$ cat src/rtl/if_fetch_unit_if.sv
// Instruction-memory request/response bus between the fetch unit and memory.
interface if_fetch_unit_if;
   logic        imem_req;
   logic [31:0] imem_addr;
   logic        imem_ack;
   logic [31:0] imem_rdata;

   modport master (
      output imem_req,
      output imem_addr,
      input  imem_ack,
      input  imem_rdata
   );

   modport slave (
      input  imem_req,
      input  imem_addr,
      output imem_ack,
      output imem_rdata
   );
endinterface

$ cat src/rtl/if_fetch_unit.sv
// Instruction fetch stage: issues word requests, feeds the IF/ID register and
// absorbs one downstream stall cycle's worth of data in a one-entry skid buffer.
module if_fetch_unit #(
   parameter logic [31:0] RESET_PC  = 32'h0000_0000,
   parameter logic [31:0] NOP_INSTR = 32'h0000_0000
) (
   input  logic                  clk,
   input  logic                  rst,
   input  logic                  if_id_wr,
   input  logic                  redirect,
   input  logic [31:0]           redirect_pc,
   if_fetch_unit_if.master       imem,
   output logic [31:0]           pc_plus4_out,
   output logic [31:0]           instr_out,
   output logic                  if_valid
);

   typedef enum logic [1:0] {
      FETCH = 2'd0,
      HOLD  = 2'd1,
      DRAIN = 2'd2
   } state_t;

   state_t      state, state_nxt;

   // Fetch-side state: PC, address of a request being drained, skid entry.
   logic [31:0] pc_p0, pc_p0_nxt;
   logic [31:0] drain_addr_p0, drain_addr_p0_nxt;
   logic [31:0] skid_instr_p0, skid_instr_p0_nxt;
   logic [31:0] skid_pc4_p0, skid_pc4_p0_nxt;

   // IF/ID-facing output register.
   logic [31:0] instr_p1, instr_p1_nxt;
   logic [31:0] pc4_p1, pc4_p1_nxt;
   logic        vld_p1, vld_p1_nxt;

   logic        out_free;
   logic        ack_seen;
   logic [31:0] pc_inc;
   logic [31:0] redirect_tgt;
   logic        unused_redirect_lsbs;

   // Word-aligned redirect target; the low two bits are deliberately dropped.
   assign redirect_tgt         = {redirect_pc[31:2], 2'b00};
   assign unused_redirect_lsbs = ^redirect_pc[1:0];

   // Natural 32-bit add wraps 0xFFFF_FFFC to 0.
   assign pc_inc   = pc_p0 + 32'd4;
   assign out_free = !vld_p1 || if_id_wr;
   assign ack_seen = imem.imem_ack && imem.imem_req;

   assign imem.imem_req  = (state != HOLD);
   assign imem.imem_addr = (state == DRAIN) ? drain_addr_p0 : pc_p0;

   assign instr_out    = instr_p1;
   assign pc_plus4_out = pc4_p1;
   assign if_valid     = vld_p1;

   // State register and all datapath registers, async reset.
   always_ff @(posedge clk or posedge rst) begin
      if (rst) begin
         state         <= FETCH;
         pc_p0         <= RESET_PC;
         drain_addr_p0 <= RESET_PC;
         skid_instr_p0 <= NOP_INSTR;
         skid_pc4_p0   <= 32'd0;
         instr_p1      <= NOP_INSTR;
         pc4_p1        <= 32'd0;
         vld_p1        <= 1'b0;
      end else begin
         state         <= state_nxt;
         pc_p0         <= pc_p0_nxt;
         drain_addr_p0 <= drain_addr_p0_nxt;
         skid_instr_p0 <= skid_instr_p0_nxt;
         skid_pc4_p0   <= skid_pc4_p0_nxt;
         instr_p1      <= instr_p1_nxt;
         pc4_p1        <= pc4_p1_nxt;
         vld_p1        <= vld_p1_nxt;
      end
   end

   // Next-state and next-register values; redirect overrides everything else.
   always_comb begin
      state_nxt         = state;
      pc_p0_nxt         = pc_p0;
      drain_addr_p0_nxt = drain_addr_p0;
      skid_instr_p0_nxt = skid_instr_p0;
      skid_pc4_p0_nxt   = skid_pc4_p0;
      instr_p1_nxt      = instr_p1;
      pc4_p1_nxt        = pc4_p1;
      vld_p1_nxt        = vld_p1;

      if (redirect) begin
         pc_p0_nxt    = redirect_tgt;
         vld_p1_nxt   = 1'b0;
         instr_p1_nxt = NOP_INSTR;
         case (state)
            FETCH: begin
               if (ack_seen) begin
                  state_nxt = FETCH;
               end else begin
                  // Keep presenting the abandoned address until memory answers.
                  drain_addr_p0_nxt = pc_p0;
                  state_nxt         = DRAIN;
               end
            end
            HOLD:    state_nxt = FETCH;
            DRAIN:   state_nxt = ack_seen ? FETCH : DRAIN;
            default: state_nxt = FETCH;
         endcase
      end else begin
         case (state)
            FETCH: begin
               if (ack_seen) begin
                  pc_p0_nxt = pc_inc;
                  if (out_free) begin
                     instr_p1_nxt = imem.imem_rdata;
                     pc4_p1_nxt   = pc_inc;
                     vld_p1_nxt   = 1'b1;
                  end else begin
                     skid_instr_p0_nxt = imem.imem_rdata;
                     skid_pc4_p0_nxt   = pc_inc;
                     state_nxt         = HOLD;
                  end
               end else if (vld_p1 && if_id_wr) begin
                  vld_p1_nxt   = 1'b0;
                  instr_p1_nxt = NOP_INSTR;
               end
            end
            HOLD: begin
               if (if_id_wr) begin
                  instr_p1_nxt = skid_instr_p0;
                  pc4_p1_nxt   = skid_pc4_p0;
                  vld_p1_nxt   = 1'b1;
                  state_nxt    = FETCH;
               end
            end
            DRAIN: begin
               if (ack_seen) begin
                  state_nxt = FETCH;
               end
               if (vld_p1 && if_id_wr) begin
                  vld_p1_nxt   = 1'b0;
                  instr_p1_nxt = NOP_INSTR;
               end
            end
            default: state_nxt = FETCH;
         endcase
      end
   end

endmodule
$ cat src/flat_wrapper.sv
// flat-port wrapper written by rule: the top's interface ports become plain ports
module if_fetch_unit_flat 
#(
   parameter logic [31:0] RESET_PC  = 32'h0000_0000,
   parameter logic [31:0] NOP_INSTR = 32'h0000_0000
)
  (clk, rst, if_id_wr, redirect, redirect_pc, pc_plus4_out, instr_out, if_valid, imem_imem_req, imem_imem_addr, imem_imem_ack, imem_imem_rdata);
  if_fetch_unit_if imem_i ();
  input  logic clk;
  input  logic rst;
  input  logic if_id_wr;
  input  logic redirect;
  input  logic [31:0] redirect_pc;
  output logic [31:0] pc_plus4_out;
  output logic [31:0] instr_out;
  output logic if_valid;
  output wire logic [$bits(imem_i.imem_req)-1:0] imem_imem_req;
  output wire logic [$bits(imem_i.imem_addr)-1:0] imem_imem_addr;
  input wire logic [$bits(imem_i.imem_ack)-1:0] imem_imem_ack;
  input wire logic [$bits(imem_i.imem_rdata)-1:0] imem_imem_rdata;
  assign imem_imem_req = imem_i.imem_req;
  assign imem_imem_addr = imem_i.imem_addr;
  assign imem_i.imem_ack = imem_imem_ack;
  assign imem_i.imem_rdata = imem_imem_rdata;
  if_fetch_unit #(.RESET_PC(RESET_PC), .NOP_INSTR(NOP_INSTR)) u_core (.clk(clk), .rst(rst), .if_id_wr(if_id_wr), .redirect(redirect), .redirect_pc(redirect_pc), .imem(imem_i), .pc_plus4_out(pc_plus4_out), .instr_out(instr_out), .if_valid(if_valid));
endmodule
$ cat config.mk
export PLATFORM = sky130hd
export DESIGN_NAME = if_fetch_unit_flat
export DESIGN_NICKNAME = d
export VERILOG_FILES = /design/src/rtl/if_fetch_unit_if.sv /design/src/rtl/if_fetch_unit.sv /design/src/flat_wrapper.sv
export SDC_FILE = /design/constraint.sdc
export NUM_CORES = 1
export LEC_CHECK = 0
export ABC_AREA = 1
export ABC_CLOCK_PERIOD_IN_PS = 9000
export CAP_MARGIN = 15
export CORE_MARGIN = 2
export CORE_UTILIZATION = 58
export CTS_CLUSTER_DIAMETER = 30
export DETAILED_ROUTE_END_ITERATION = 10
export PLACE_DENSITY_LB_ADDON = 0.15
export SLEW_MARGIN = 20
export SYNTH_ARGS = -nofsm -noshare
export SYNTH_HDL_FRONTEND = slang
export SYNTH_SLANG_ARGS = --single-unit
$ cat constraint.sdc
create_clock -name clk -period 9 [get_ports clk]
set_clock_uncertainty 0.1 [all_clocks]
set_input_delay 0.9 -clock clk [delete_from_list [all_inputs] [get_ports clk]]
set_output_delay 0.9 -clock clk [all_outputs]
set_load 0.02 [all_outputs]
; Word-level counts from Yosys, hierarchy flattened
; Cells that the tools add are included.
; W data, S select, Z words.
[totals]
regBits = 195
latchBits = 0
ramBits = 0
romBits = 0
input_bits = 69
output_inout_bits = 98
wordCells = 67
memories = 0
[classes]
add_sub_neg = 1
mul = 0
div_mod_pow = 0
order_cmp = 0
n_eq_ne = 11
n_shift = 0
n_mux = 28
bitwise_logic = 3
reduce_logical = 16
[op_table]
columns = op, n
row1 = $mux W32, 12
row2 = $pmux W32 S3, 1
row3 = $pmux W32 S2, 1
row4 = $add A32 B3 Y32 const B, 1
row5 = $mux W2, 7
row6 = $reduce_and A4 Y1, 2
row7 = $ne A2 B1 Y1 const B, 3
row8 = $ne A3 B2 Y1 const B, 2
row9 = $ne A3 B3 Y1 const B, 2
row10 = $pmux W2 S3, 1
row11 = $reduce_and A3 Y1, 2
row12 = $reduce_bool A2 Y1, 3
row13 = $mux W1, 5
row14 = $reduce_and A5 Y1, 1
row15 = $ne A4 B3 Y1 const B, 1
row16 = $reduce_bool A4 Y1, 1
row17 = $not A1 Y1, 3
row18 = $pmux W1 S3, 1
row19 = $eq A2 B1 Y1 const B, 1
row20 = $eq A2 B2 Y1 const B, 1
row21 = $logic_and A1 B1 Y1, 2
row22 = $logic_not A2 Y1, 1
row23 = $ne A2 B2 Y1 const B, 1
row24 = $reduce_and A2 Y1, 1
row25 = other kinds (3), 3

; Depth between registers and ports, before layout
; Gate-level depths: netlist of run 1.
[logic_depth]
word_depth = 6
mapped_depth = 12
mapped_depth_nobuf = 10

; Least setup slack after synthesis of run 1
; Ideal clock, no wire load.
[synth_timing]
kind = register to output
startpoint = reg u_core.state[0]
endpoint = out imem_imem_addr[10]
arrival_time_ns = 1.411
required_time_ns = 8.000
setup_slack_ns = 6.589
path_stages_with_launch = 6
path_buffers = 2
cell_sequence = dfrtp_1 inv_1 ha_1 buf_2 clkbuf_1 o21ai_0
[synth_via]
elab_chain_len = 2
[synth_rtl]
columns = item, line
row1 = start: declaration, if_fetch_unit.sv:24  ; state_t state, state_nxt;
row2 = start signal: assignment, if_fetch_unit.sv:71  ; state <= state_nxt;
row3 = $eq A2 B2 Y1, if_fetch_unit.sv:53  ; assign imem.imem_addr = (state == DRAIN) ? drain_addr_p0 : pc_p0;
row4 = $mux W32, if_fetch_unit.sv:53
row5 = end: declaration, flat_wrapper.sv:18  ; output wire logic [$bits(imem_i.imem_addr)-1:0] imem_imem_addr;
; No other way between the ends.

; Final worst setup path of run 1
[layout_timing]
startpoint = in redirect
endpoint = reg u_core.skid_pc4_p0[26]
[layout_via]
elab_chain_len = 2
[layout_rtl]
columns = item, line
row1 = start: declaration, flat_wrapper.sv:12  ; input logic redirect;
row2 = $not A1 Y1 (no source line), -
row3 = $reduce_and A4 Y1 (no source line), -
row4 = end signal: assignment, if_fetch_unit.sv:75  ; skid_pc4_p0 <= skid_pc4_p0_nxt;
row5 = end: declaration, if_fetch_unit.sv:30  ; logic [31:0] skid_pc4_p0, skid_pc4_p0_nxt;
; No other way between the ends.
; A chain may end at the register's enable or synchronous reset.

==> out/results.ini, run 1 <==
[clock_tree]
cts.sinks = 187
clk_pin_slew_ns = 0.07
numCtsBuffers = 17
clockRootBuffer = clkbuf_16
cts_hold_buffers = 0
htreeDepth = 4
clk_path_buf_depth = 2
cts_resized = 0
post_cts_buffers = 0
clock_latency_ns = 0.44
tritoncts = done

[synthesis]
synth_commonest_cells = nand2_1 (473), dfrtp_1 (187), o21ai_0 (137), nor2_1 (127), nand3_1 (88)
synthMostInstantiatedCell = nand2_1
synthCells = 1354
synth_seq_cells = 187
yosysTopAreaCellShare = 0.472
ys_seq_area_frac = 0.472
yosysTopAreaCell = dfrtp_1
synthFlopType = dfrtp_1
syn_area_um2 = 9910
synth_edf_count = 0
ys_types = 32
syn_avg_cell_area_um2 = 7.32
yosysWarningCount = 0
async_flop_share = 1.00
synth.area.top_cells = dfrtp_1 (47%), nand2_1 (18%), o21ai_0 (6.9%), nor2_1 (4.8%), nand3_1 (4.4%)

[drt]
drc = 0
vias_per_cell = 5.68
dr.pass1.iters = 6
totalWireLength_um = 27200
drtIter0Drc = 864
ant_nets = 0
num_vias = 9607
route.detailed.wl_per_inst_um = 16.1

[grt]
grt_use_met1 = 0.423
grt_pass1_vias = 8888
grt-busiest-layer = met2
grt_pass1_wl_um = 43900
grtUsageMet2 = 0.474
antenna_found_initial = 0
grt_max_degree = 84
met3_usage = 0.0623
grt_usage = 0.304
grt_overflow = 0

[critical_path]
r2r_end = u_core.skid_pc4_p0[26]
critPathSlowestCell = clkdlybuf4s50_1
r2r_cells = 8
critical_path_class = input port to register
critPathMaxFanout = 66
worstSetupStartpointType = input port
cp_cell_sequence = clkdlybuf4s50_1, inv_1, nand3_4, clkinv_2, o21ai_0
crit_start = redirect
rrSetupSlack_ns = 5.06
crit_end = u_core.skid_pc4_p0[26]
critical_path.max_stage_delay_ns = 1.23
r2r_start = u_core.state[1]
arrival_ns = 4.49
worstPathRequired_ns = 9.21
critPathCaptureType = register

[die]
initial_utilization = 0.595
core_area_um2 = 16600
die_area_um2 = 18100
die_w_um = 135
num_rows = 47
ios = 167
die_h_um = 135

[sta]
setup_viol = 0
hold_ws_ns = 0.380
relSlewSlack = 0.235
rsz0062_at_grt = false
max_slew.worst_pin.slew_ns = 1.14
setup_tns_ns = 0
clock.fmax_ghz = 0.234
hold_viol = 0
fin_ws_ns = 4.73
fin_crit_ns = 4.27
period_share = 0.475
slew_viol_final = 0

[layout]
fill_cells = 1349
stdcell_count = 1690
areaGrowthSynthToFinish_pct = 21.6
final_core_util = 0.724
final_nets = 1530
layout-drive-gt1-share = 0.0435
diodes = 0
final_area_um2 = 12000

[placement]
place_congestion = 0.936
dp_slack_ns = 4.42
place_hpwl_um = 17400
place_inst = 1658
port_buffers = 160
place_area_um2 = 11400

[power_and_ir_drop]
powerDensity_nw_per_um2 = 284
leakage_nw = 5.63
power.total_mw = 3.42
peakVddDrop_mv = 0.190

[min_path]
min-delay-start = u_core.pc_plus4_out[30]
hold_class = register to register

[run_status]
status = finished clean

[run]
cap_violations = 0

==> worst max-delay path: cells and delay by family <==
kind | cells | cell delay (ns)
buffers and inverters | 3 | 2.41
and+or+nand+nor | 1 | 0.60
AOI/OAI and AO/OA | 1 | 0.53
==> worst min path at each step <==
stage                     slack [ns]  cells after the start                        to
after global routing            0.41                      2   u_core.skid_instr_p0[5]
after detailed placement        0.36                      2   u_core.pc_plus4_out[31]
after global placement          0.36                      2     u_core.skid_pc4_p0[5]
final                           0.38                      2   u_core.pc_plus4_out[30]
after floorplan                 0.35                      2  u_core.skid_instr_p0[10]
after CTS                       0.38                      2   u_core.pc_plus4_out[30]
==> final cells by class <==
type	instances	area [µm²]	area share
timing repair buffer	168	1660	0.138
sequential	187	4680	0.388
inverter	76	294	0.0244
multi-input combinational	1007	4530	0.376
tap	220	275	0.0228
clock buffer	19	453	0.0376
clock inverter	13	156	0.0130
==> layer usage <==
layer / vias to the layer above / share of wire
met5: - / 0
li1: 4587 / -
met3: 68 / 0.081
met4: 0 / 0.032
met1: 4503 / 0.42
met2: 449 / 0.47
==> where the power goes <==
part	leakage [nW]	switching, mW	internal [mW]
clock network	0.287	0.351	0.432
registers	2.31	0.211	1.15
logic	3.03	0.746	0.525
total	5.63	1.31	2.11
==> logic make-up (layout without fill, tap and decap cells) <==
family | count (synthesis) | in the layout | share of synthesized area
simple gates | 707 | 707 | 0.288
compound gates | 285 | 285 | 0.156
flops | 187 | 187 | 0.472
buf+inv | 163 | 276 | 0.0724
xor+xnor | 7 | 7 | 0.00619
fa+ha+maj | 4 | 4 | 0.00505
other cells | 1 | 4 | 0.000379
==> sequential cells by signal, indices dropped and copies added (netlist names) <==
signal	count
u_core.instr_out	32
u_core.skid_instr_p0	32
u_core.drain_addr_p0	30
u_core.pc_p0	30
u_core.pc_plus4_out	30
u_core.skid_pc4_p0	30
u_core.state	2
u_core.if_valid	1
==> cell usage in the layout, fill, tap and decap left out, types with 3 or more instances in the layout <==
master           instances
nor3_1                   3
clkinvlp_4               4
nor2_2                   4
buf_4                    8
inv_2                    5
o22ai_1                  8
nand2_2                  3
a32oi_1                 17
a21oi_1                 87
nand3_1                 88
dfrtp_1                187
o21ai_1                 15
o21ai_0                137
clkbuf_16               17
inv_1                   68
nor2_4                   4
o211ai_1                 5
clkdlybuf4s50_1        160
nor2_1                 127
nand2_1                473
xor2_1                   7
conb_1                   4
a31oi_1                 15
inv_6                    4
Power figures use the tool's default switching activity.
==> run 2, diff against run 1 <==
ABC_CLOCK_PERIOD_IN_PS = 3800   (was 9000)
CORE_UTILIZATION = 49   (was 58)
clock period = 3.8 ns   (was 9 ns; I/O delays follow)
==> out/results.ini, run 2 (synthesized netlist as in run 1, its figures left out) <==
[sta]
rsz0062_at_grt = false
clock.fmax_ghz = 0.315
hold_ws_ns = 0.340  ; -0.0398 ns
slew_viol_final = 0  ; unchanged
fin_crit_ns = 3.17
hold_viol = 0  ; unchanged
max_slew.worst_pin.slew_ns = 1.05  ; -0.0902 ns
period_share = 0.834
setup_tns_ns = 0  ; unchanged
fin_ws_ns = 0.629  ; -4.10 ns
relSlewSlack = 0.296  ; +0.0615
setup_viol = 0  ; unchanged

[clock_tree]
clk_pin_slew_ns = 0.07  ; about the same
clk_path_buf_depth = 2  ; unchanged
cts_resized = 0  ; unchanged
htreeDepth = 4  ; unchanged
cts.sinks = 187  ; unchanged
cts_hold_buffers = 0  ; unchanged
tritoncts = done
numCtsBuffers = 17  ; unchanged
post_cts_buffers = 0  ; unchanged
clock_latency_ns = 0.44  ; about the same
clockRootBuffer = clkbuf_16

[layout]
final_cell_mix = nand2_1 (473), dfrtp_1 (187), clkdlybuf4s50_1 (160)
seqCellArea_um2 = 4680  ; unchanged
fill_cells = 1932  ; +43%
multi_input_area_um2 = 4530  ; unchanged
areaGrowthSynthToFinish_pct = 22.6
final_area_um2 = 12100  ; +0.84%
final_nets = 1536  ; +0.39%
layout-drive-gt1-share = 0.0461  ; +0.00256
stdcell_count = 1745  ; +3.3%
final_core_util = 0.606  ; -0.118
layout_commonest_cell = nand2_1
diodes = 0  ; unchanged

[grt]
grt_overflow = 0  ; unchanged
grtUsageMet2 = 0.416  ; -0.0575
grt_use_met1 = 0.354  ; -0.0690
grt_max_degree = 188  ; +120%
grt_pass1_wl_um = 44600  ; +1.6%
met3_usage = 0.0506  ; -0.0117
antenna_found_initial = 0  ; unchanged
grt-busiest-layer = met2
grt_pass1_vias = 9018  ; +1.5%
grt_usage = 0.258  ; -0.0462

[critical_path]
arrival_ns = 2.69  ; -1.80 ns
critPathMaxFanout = 61  ; -7.6%
crit_start = u_core.state[0]
crit_end = imem_imem_addr[26]
r2r_cells = 8  ; unchanged
worstPathRequired_ns = 3.32  ; -5.89 ns
r2r_end = u_core.pc_p0[7]
worstSetupStartpointType = register
r2r_start = u_core.state[1]
critical_path_class = register to primary output
rrSetupSlack_ns = 0.90  ; -4.16 ns
critPathCaptureType = primary output

[placement]
place_congestion = 0.946  ; +1.1%
dp_slack_ns = 0.828  ; -3.59 ns
place_area_um2 = 11500  ; +0.97%
port_buffers = 160  ; unchanged
place_inst = 1713  ; +3.3%
place_hpwl_um = 17400  ; +0.21%

[die]
initial_utilization = 0.494  ; -0.101
num_rows = 52  ; +11%
die_w_um = 146  ; +8.5%
core_area_um2 = 20000  ; +20%
ios = 167  ; unchanged
die_h_um = 146  ; +8.5%
die_area_um2 = 21400  ; +18%

[run_status]
status = finished clean

[run]
cap_violations = 0  ; unchanged

[power_and_ir_drop]
powerDensity_nw_per_um2 = 660  ; +130%
leakage_nw = 5.65  ; +0.37%
power.total_mw = 8.01  ; +130%
peakVddDrop_mv = 0.344  ; +81%

[drt]
vias_per_cell = 5.44  ; -4.3%
dr.pass1.iters = 5  ; -1
drc = 0  ; unchanged
num_vias = 9498  ; -1.1%
drtIter0Drc = 725  ; -16%
ant_nets = 0  ; unchanged
route.detailed.wl_per_inst_um = 15.7  ; -2.7%
totalWireLength_um = 27300  ; +0.43%

[min_path]
hold_class = input port to asynchronous set/reset pin

-- run 2: worst min path at each step --
stage / endpoint / slack (ns) / start
after floorplan: u_core.skid_instr_p0[10] / 0.35 / u_core.skid_instr_p0[10]
after global placement: u_core.skid_pc4_p0[6] / 0.36 / u_core.skid_pc4_p0[6]
after detailed placement: u_core.pc_plus4_out[26] / 0.36 / u_core.pc_plus4_out[26]
after CTS: u_core.skid_instr_p0[11] / 0.38 / u_core.skid_instr_p0[11]
after global routing: u_core.skid_pc4_p0[4] / 0.40 / u_core.skid_pc4_p0[4]
final: u_core.skid_instr_p0[30] / 0.34 / rst
-- run 2: area by class of cell --
| cell class | count | share of cell area |
|---|---|---|
| tap | 270 | 0.0278 |
| clock inverter | 13 | 0.0118 |
| multi-input combinational | 1007 | 0.373 |
| clock buffer | 18 | 0.0353 |
| sequential | 187 | 0.385 |
| inverter | 76 | 0.0240 |
| timing repair buffer | 174 | 0.143 |
-- run 2: report_power, final --
| part | leakage (nW) | internal, mW | switching, mW | total (mW) |
|---|---|---|---|---|
| Sequential | 2.31 | 2.73 | 0.491 | 3.22 |
| Combinational | 3.07 | 1.26 | 1.75 | 3.00 |
| Clock | 0.269 | 0.972 | 0.812 | 1.78 |
-- run 2: worst max-delay path: stages (launching register included) --
cell	delay [ns]
dfrtp_1	0.38
inv_1	0.11
ha_2	0.87
nand2_1	0.11
o21ai_0	0.12
clkdlybuf4s50_1	0.64
-- run 2: routing by layer --
metal	up-vias	wire, µm
li1	4608	-
met1	4534	12200
met2	315	12800
met3	41	1780
met4	0	598
met5	-	0
==> run 3, diff against run 2 <==
ABC_CLOCK_PERIOD_IN_PS = 3300   (was 3800)
CORE_UTILIZATION = 54   (was 49)
clock period = 3.3 ns   (was 3.8 ns; I/O delays follow)
==> out/results.ini, run 3 (synthesized netlist as in run 1, its figures left out) <==
[power_and_ir_drop]
p_int_mw = 5.88  ; +19%
leakage_nw = 5.70  ; +0.95%
p_seq_frac = 0.397  ; -0.005
swShare = 0.373  ; -0.00816
powerDensity_nw_per_um2 = 771  ; +17%
power_frac_comb = 0.369  ; -0.006
peakVddDrop_mv = 0.508  ; +48%
pwr-share-clk = 0.233  ; +0.010
p_sw_mw = 3.50  ; +15%

[critical_path]
r2r_end = u_core.instr_out[22]
critPathMaxFanout = 65  ; +6.6%
crit_end = imem_imem_addr[20]
r2r_start = u_core.state[1]
arrival_ns = 2.45  ; -0.24 ns
critPathCaptureType = primary output
crit_start = u_core.state[0]
rrSetupSlack_ns = 0.91  ; about the same
critical_path_class = register to primary output
r2r_cells = 10  ; +2
worstPathRequired_ns = 2.87  ; -0.45 ns
worstSetupStartpointType = register

[layout]
final_cell_mix = nand2_1 (473), dfrtp_1 (187), clkdlybuf4s50_1 (160)
layout-drive-gt1-share = 0.0493  ; +0.00322
diodes = 0  ; unchanged
final_core_util = 0.678  ; +0.0714
final_area_um2 = 12200  ; +0.21%
final_nets = 1542  ; +0.39%
areaGrowthSynthToFinish_pct = 22.9
layout_commonest_cell = nand2_1

[clock_tree]
clk_pin_slew_ns = 0.07  ; about the same
clk_path_buf_depth = 2  ; unchanged
clockRootBuffer = clkbuf_16
tritoncts = done
cts_resized = 0  ; unchanged
numCtsBuffers = 17  ; unchanged
cts.sinks = 187  ; unchanged
clock_latency_ns = 0.44  ; about the same
post_cts_buffers = 0  ; unchanged
htreeDepth = 4  ; unchanged
cts_hold_buffers = 0  ; unchanged

[die]
initial_utilization = 0.552  ; +0.0571
die_h_um = 139  ; -4.6%
core_area_um2 = 18000  ; -10%
die_w_um = 139  ; -4.6%
ios = 167  ; unchanged
die_area_um2 = 19400  ; -9.0%
num_rows = 49  ; -5.8%

[drt]
totalWireLength_um = 27300  ; -0.14%
ant_nets = 0  ; unchanged
drtIter0Drc = 846  ; +17%
dr.pass1.iters = 6  ; +1
num_vias = 9470  ; -0.29%
vias_per_cell = 5.54  ; +1.8%
route.detailed.wl_per_inst_um = 16.0  ; +2.0%
drc = 0  ; unchanged

[grt]
antenna_found_initial = 0  ; unchanged
grt_overflow = 0  ; unchanged
grt_max_degree = 125  ; -34%
grt_pass1_wl_um = 44800  ; +0.42%
grt_usage = 0.285  ; +0.0269
grt_pass1_vias = 9044  ; +0.29%

[run]
cap_violations = 0  ; unchanged

[sta]
rsz0062_at_grt = false
slew_viol_final = 0  ; unchanged
hold_viol = 0  ; unchanged
setup_tns_ns = 0  ; unchanged
fin_crit_ns = 2.88
clock.fmax_ghz = 0.347
relSlewSlack = 0.447  ; +0.151
period_share = 0.873
setup_viol = 0  ; unchanged
max_slew.worst_pin.slew_ns = 0.828  ; -0.226 ns

[placement]
port_buffers = 160  ; unchanged
place_hpwl_um = 18000  ; +3.3%
place_area_um2 = 11600  ; +0.12%
place_congestion = 0.920  ; -2.7%

[min_path]
hold_class = input port to asynchronous set/reset pin

[run_status]
status = finished clean

-- run 3: through the flow --
| stage | hold slack, ns | std cells | setup WS, ns | power, mW |
|---|---|---|---|---|
| floorplan | 0.340 | 1357 | 0.464 | 5.78 |
| global placement | 0.363 | 1679 | 0.835 | 7.10 |
| detailed placement | 0.364 | 1679 | 0.785 | 7.21 |
| CTS | 0.0345 | 1709 | 0.402 | 9.42 |
| global route | 0.0542 | 1709 | 0.242 | 9.98 |
| finish | 0.0403 | 1709 | 0.419 | 9.38 |
-- run 3: worst min path at each step --
stage	from	to	slack [ns]	depth (start not counted)
after detailed placement	u_core.pc_plus4_out[28]	u_core.pc_plus4_out[28]	0.36	2
after global placement	u_core.skid_instr_p0[20]	u_core.skid_instr_p0[20]	0.36	2
final	rst	u_core.skid_instr_p0[13]	0.04	2
after CTS	rst	u_core.instr_out[12]	0.03	2
after global routing	rst	u_core.instr_out[12]	0.05	2
after floorplan	imem_imem_rdata[10]	u_core.skid_instr_p0[10]	0.34	2
-- run 3: worst max-delay path, stage by stage, from the launching register on --
cell	delay, ns
dfrtp_1	0.38
inv_1	0.11
ha_2	0.19
buf_4	0.47
nand2_1	0.11
o21ai_0	0.10
clkdlybuf4s50_1	0.64
-- run 3: per-layer routing --
layer	track usage	wire (µm)
met1	0.385	11800
met3	0.0609	1930
met4	0.104	718
met2	0.457	12800
met5	0	0
-- run 3: power by group through the flow --
stage | clock network, mW | registers [mW] | logic [mW]
5_1_grt | 2.30 | 3.84 | 3.84
3_5_place_dp | 0 | 3.74 | 3.47
2_1_floorplan | 0 | 3.96 | 1.82
6_report | 2.19 | 3.73 | 3.46
4_1_cts | 2.22 | 3.72 | 3.48
3_3_place_gp | 0 | 3.71 | 3.39
-- run 3: area by class of cell --
| cell class | instances | area [µm²] |
|---|---|---|
| well taps | 229 | 287 |
| inverters | 76 | 292 |
| flip-flops and latches | 187 | 4680 |
| clock inverters | 11 | 169 |
| clock buffers | 19 | 443 |
| multi-input cells | 1007 | 4530 |
| fillers | 1584 | 5790 |
| repair buffers | 180 | 1780 |
==> RTL edit: new RTL, flow settings as in run 1 <==
Encoding of `state_t`: now one-hot (3 bits for 3 states).
--- a/src/rtl/if_fetch_unit.sv
+++ b/src/rtl/if_fetch_unit.sv
@@ -15,10 +15,10 @@
    output logic                  if_valid
 );
 
-   typedef enum logic [1:0] {
-      FETCH = 2'd0,
-      HOLD  = 2'd1,
-      DRAIN = 2'd2
+   typedef enum logic [2:0] {
+      FETCH = 3'b001,
+      HOLD  = 3'b010,
+      DRAIN = 3'b100
    } state_t;
 
    state_t      state, state_nxt;
Function: same outputs for any inputs over 4 cycles, from zero or initial values and one cycle with rst high; so few cycles prove little.
==> RTL edit against run 1 <==
Synthesized area grew 4.7%; via count up 8.0%; clock power grew 4.6%; sequential power up 4%; final area increased by 4.4%; combinational power increased by 17%; wire length grew 3.7%; worst setup slack worse by 0.073 ns; sequential cell count rose by 1; maximum frequency fell by 1.7%; die area grew 4.6%; power up 8.9%; critical path type is now flop to output port; critical endpoint is now imem_imem_addr[31]; largest cell class is now multi-input combinational cells.
==> RTL edit: results <==
synth:
  synth_common_cells: "nand2_1 (671), nor2_1 (253), dfrtp_1 (187)"
  async_flop_share: 1.00
  synth.area.top_cells: "dfrtp_1 (45%), nand2_1 (24%), nor2_1 (9.2%)"
  ys_types: 32
  synth_edf_count: 0
  synth_warnings: 0
  synth-seq-area-share: 0.453
min_path:
  hp-class: "flop to flop"
grt:
  antenna_found_initial: 0
  grt_util_all_layers: 0.309
  grt_pass1_wl_um: 45900
  grt_max_degree: 87
  first_global_vias: 9479
sta:
  slew_headroom: 0.336
  finalHoldViolCount: 0
drt:
  drt_pass1_iterations: 5
  viasPerCell: 5.45
  drt_iter0_markers: 1049
  wl_per_cell_um: 14.8
status:
  status: "completed"
cts:
  clk_path_buf_depth: 2
  cts.clk_slew.worst_paths_ns: 0.07
  cts_setup_buffers: 0
  clk_root_buffer_cell: "clkbuf_16"
  clk_latency_ns: 0.44
  cts_resized: 0
  htree_levels: 4
critical_path:
  slowest_stage: "clkdlybuf4s50_1"
  critical_path.max_fanout: 60
  worst_path_largest_cell_delay_ns: 0.67
  critPathArrivalTime_ns: 3.35
power_and_ir_drop:
  ir_worst_vdd_mv: 0.175
  p_leak_nw: 6.26
place:
  gp_congestion: 0.946
  portBuffers: 160
  dpl.hpwl_um: 18000
  place_ws_ns: 4.76
  place_area_sq_um: 11900
cells_and_area:
  fill_cells: 1471
  layout.nets: 1735
  antenna_cells: 0
  drive_above_1_share: 0.0369
## RTL edit: changes by cell type in the layout (fill, tap and decap cells not counted), sizes merged, moves of 3 or more
cell,run 1,this run
a31oi,15,11
a21oi,88,7
a32oi,17,0
inv,80,93
nand3,89,86
nor2,135,257
clkbuf,19,22
ha,4,1
nand2,476,673
o21ai,152,137
o22ai,8,2
## RTL edit: where the power goes
part           switching (mW)  internal [mW]  leakage [nW]
clock network           0.330          0.488         0.303
registers               0.224           1.19          2.37
logic                   0.904          0.588          3.59
total                    1.46           2.26          6.26
## RTL edit: worst max-delay path: cells and delay by family (launching register included)
family | cells | cell delay, ns
buffers and inverters | 4 | 1.78
and+or+nand+nor | 2 | 0.55
AOI/OAI and AO/OA | 1 | 0.14
DFF | 1 | 0.42
## RTL edit: logic make-up (layout without fill, tap and decap cells)
family | after synthesis | after routing | share of synthesized area
compound gates | 164 | 164 | 0.0823
simple gates | 1021 | 1021 | 0.385
other cells | 1 | 4 | 0.000361
fa+ha+maj | 1 | 1 | 0.00121
buf+inv | 176 | 293 | 0.0719
flops | 188 | 188 | 0.453
xor+xnor | 7 | 7 | 0.00591
## RTL edit: final timing paths
kind | cells after the start | startpoint | endpoint | slack (ns)
worst max register to register | 9 | u_core.state[2] | u_core.pc_p0[18] | 5.48
worst min-delay path | 2 | u_core.skid_instr_p0[6] | u_core.skid_instr_p0[6] | 0.37
min in group asynchronous | 2 | rst | u_core.instr_out[9] | 0.81
max in group asynchronous | 4 | rst | u_core.pc_plus4_out[15] | 5.98
worst min register to register | 2 | u_core.skid_instr_p0[6] | u_core.skid_instr_p0[6] | 0.37
worst max-delay path | 7 | u_core.state[1] | imem_imem_addr[31] | 4.65
## RTL edit: through the flow
| step | hold WS (ns) | util | instances | power (mW) |
|---|---|---|---|---|
| after global placement | 0.353 | 0.686 | 1871 | 2.85 |
| after CTS | 0.375 | 0.722 | 1903 | 3.73 |
| after detailed placement | 0.359 | 0.686 | 1871 | 2.90 |
| after floorplan | 0.342 | - | 1561 | 2.32 |
| final | 0.372 | 0.722 | 1903 | 3.72 |
| after global routing | 0.392 | 0.722 | 1903 | 3.97 |
## RTL edit: area by class of cell
class                           count  area [sq um]  area share
Clock buffer                       22           474      0.0377
Tap cell                          225           282      0.0224
Multi-Input combinational cell   1197          4940       0.392
Timing Repair Buffer              169          1670       0.133
Inverter                           92           353      0.0280
Sequential cell                   188          4710       0.374
Clock inverter                     10           161      0.0128
## RTL edit: per-layer routing
layer,wire (um),GRT usage,vias to the layer above
li1,-,-,5043
met2,13100,0.493,449
met1,12100,0.428,4810
met4,786,0.125,0
met3,2220,0.0423,70
met5,0,0,-
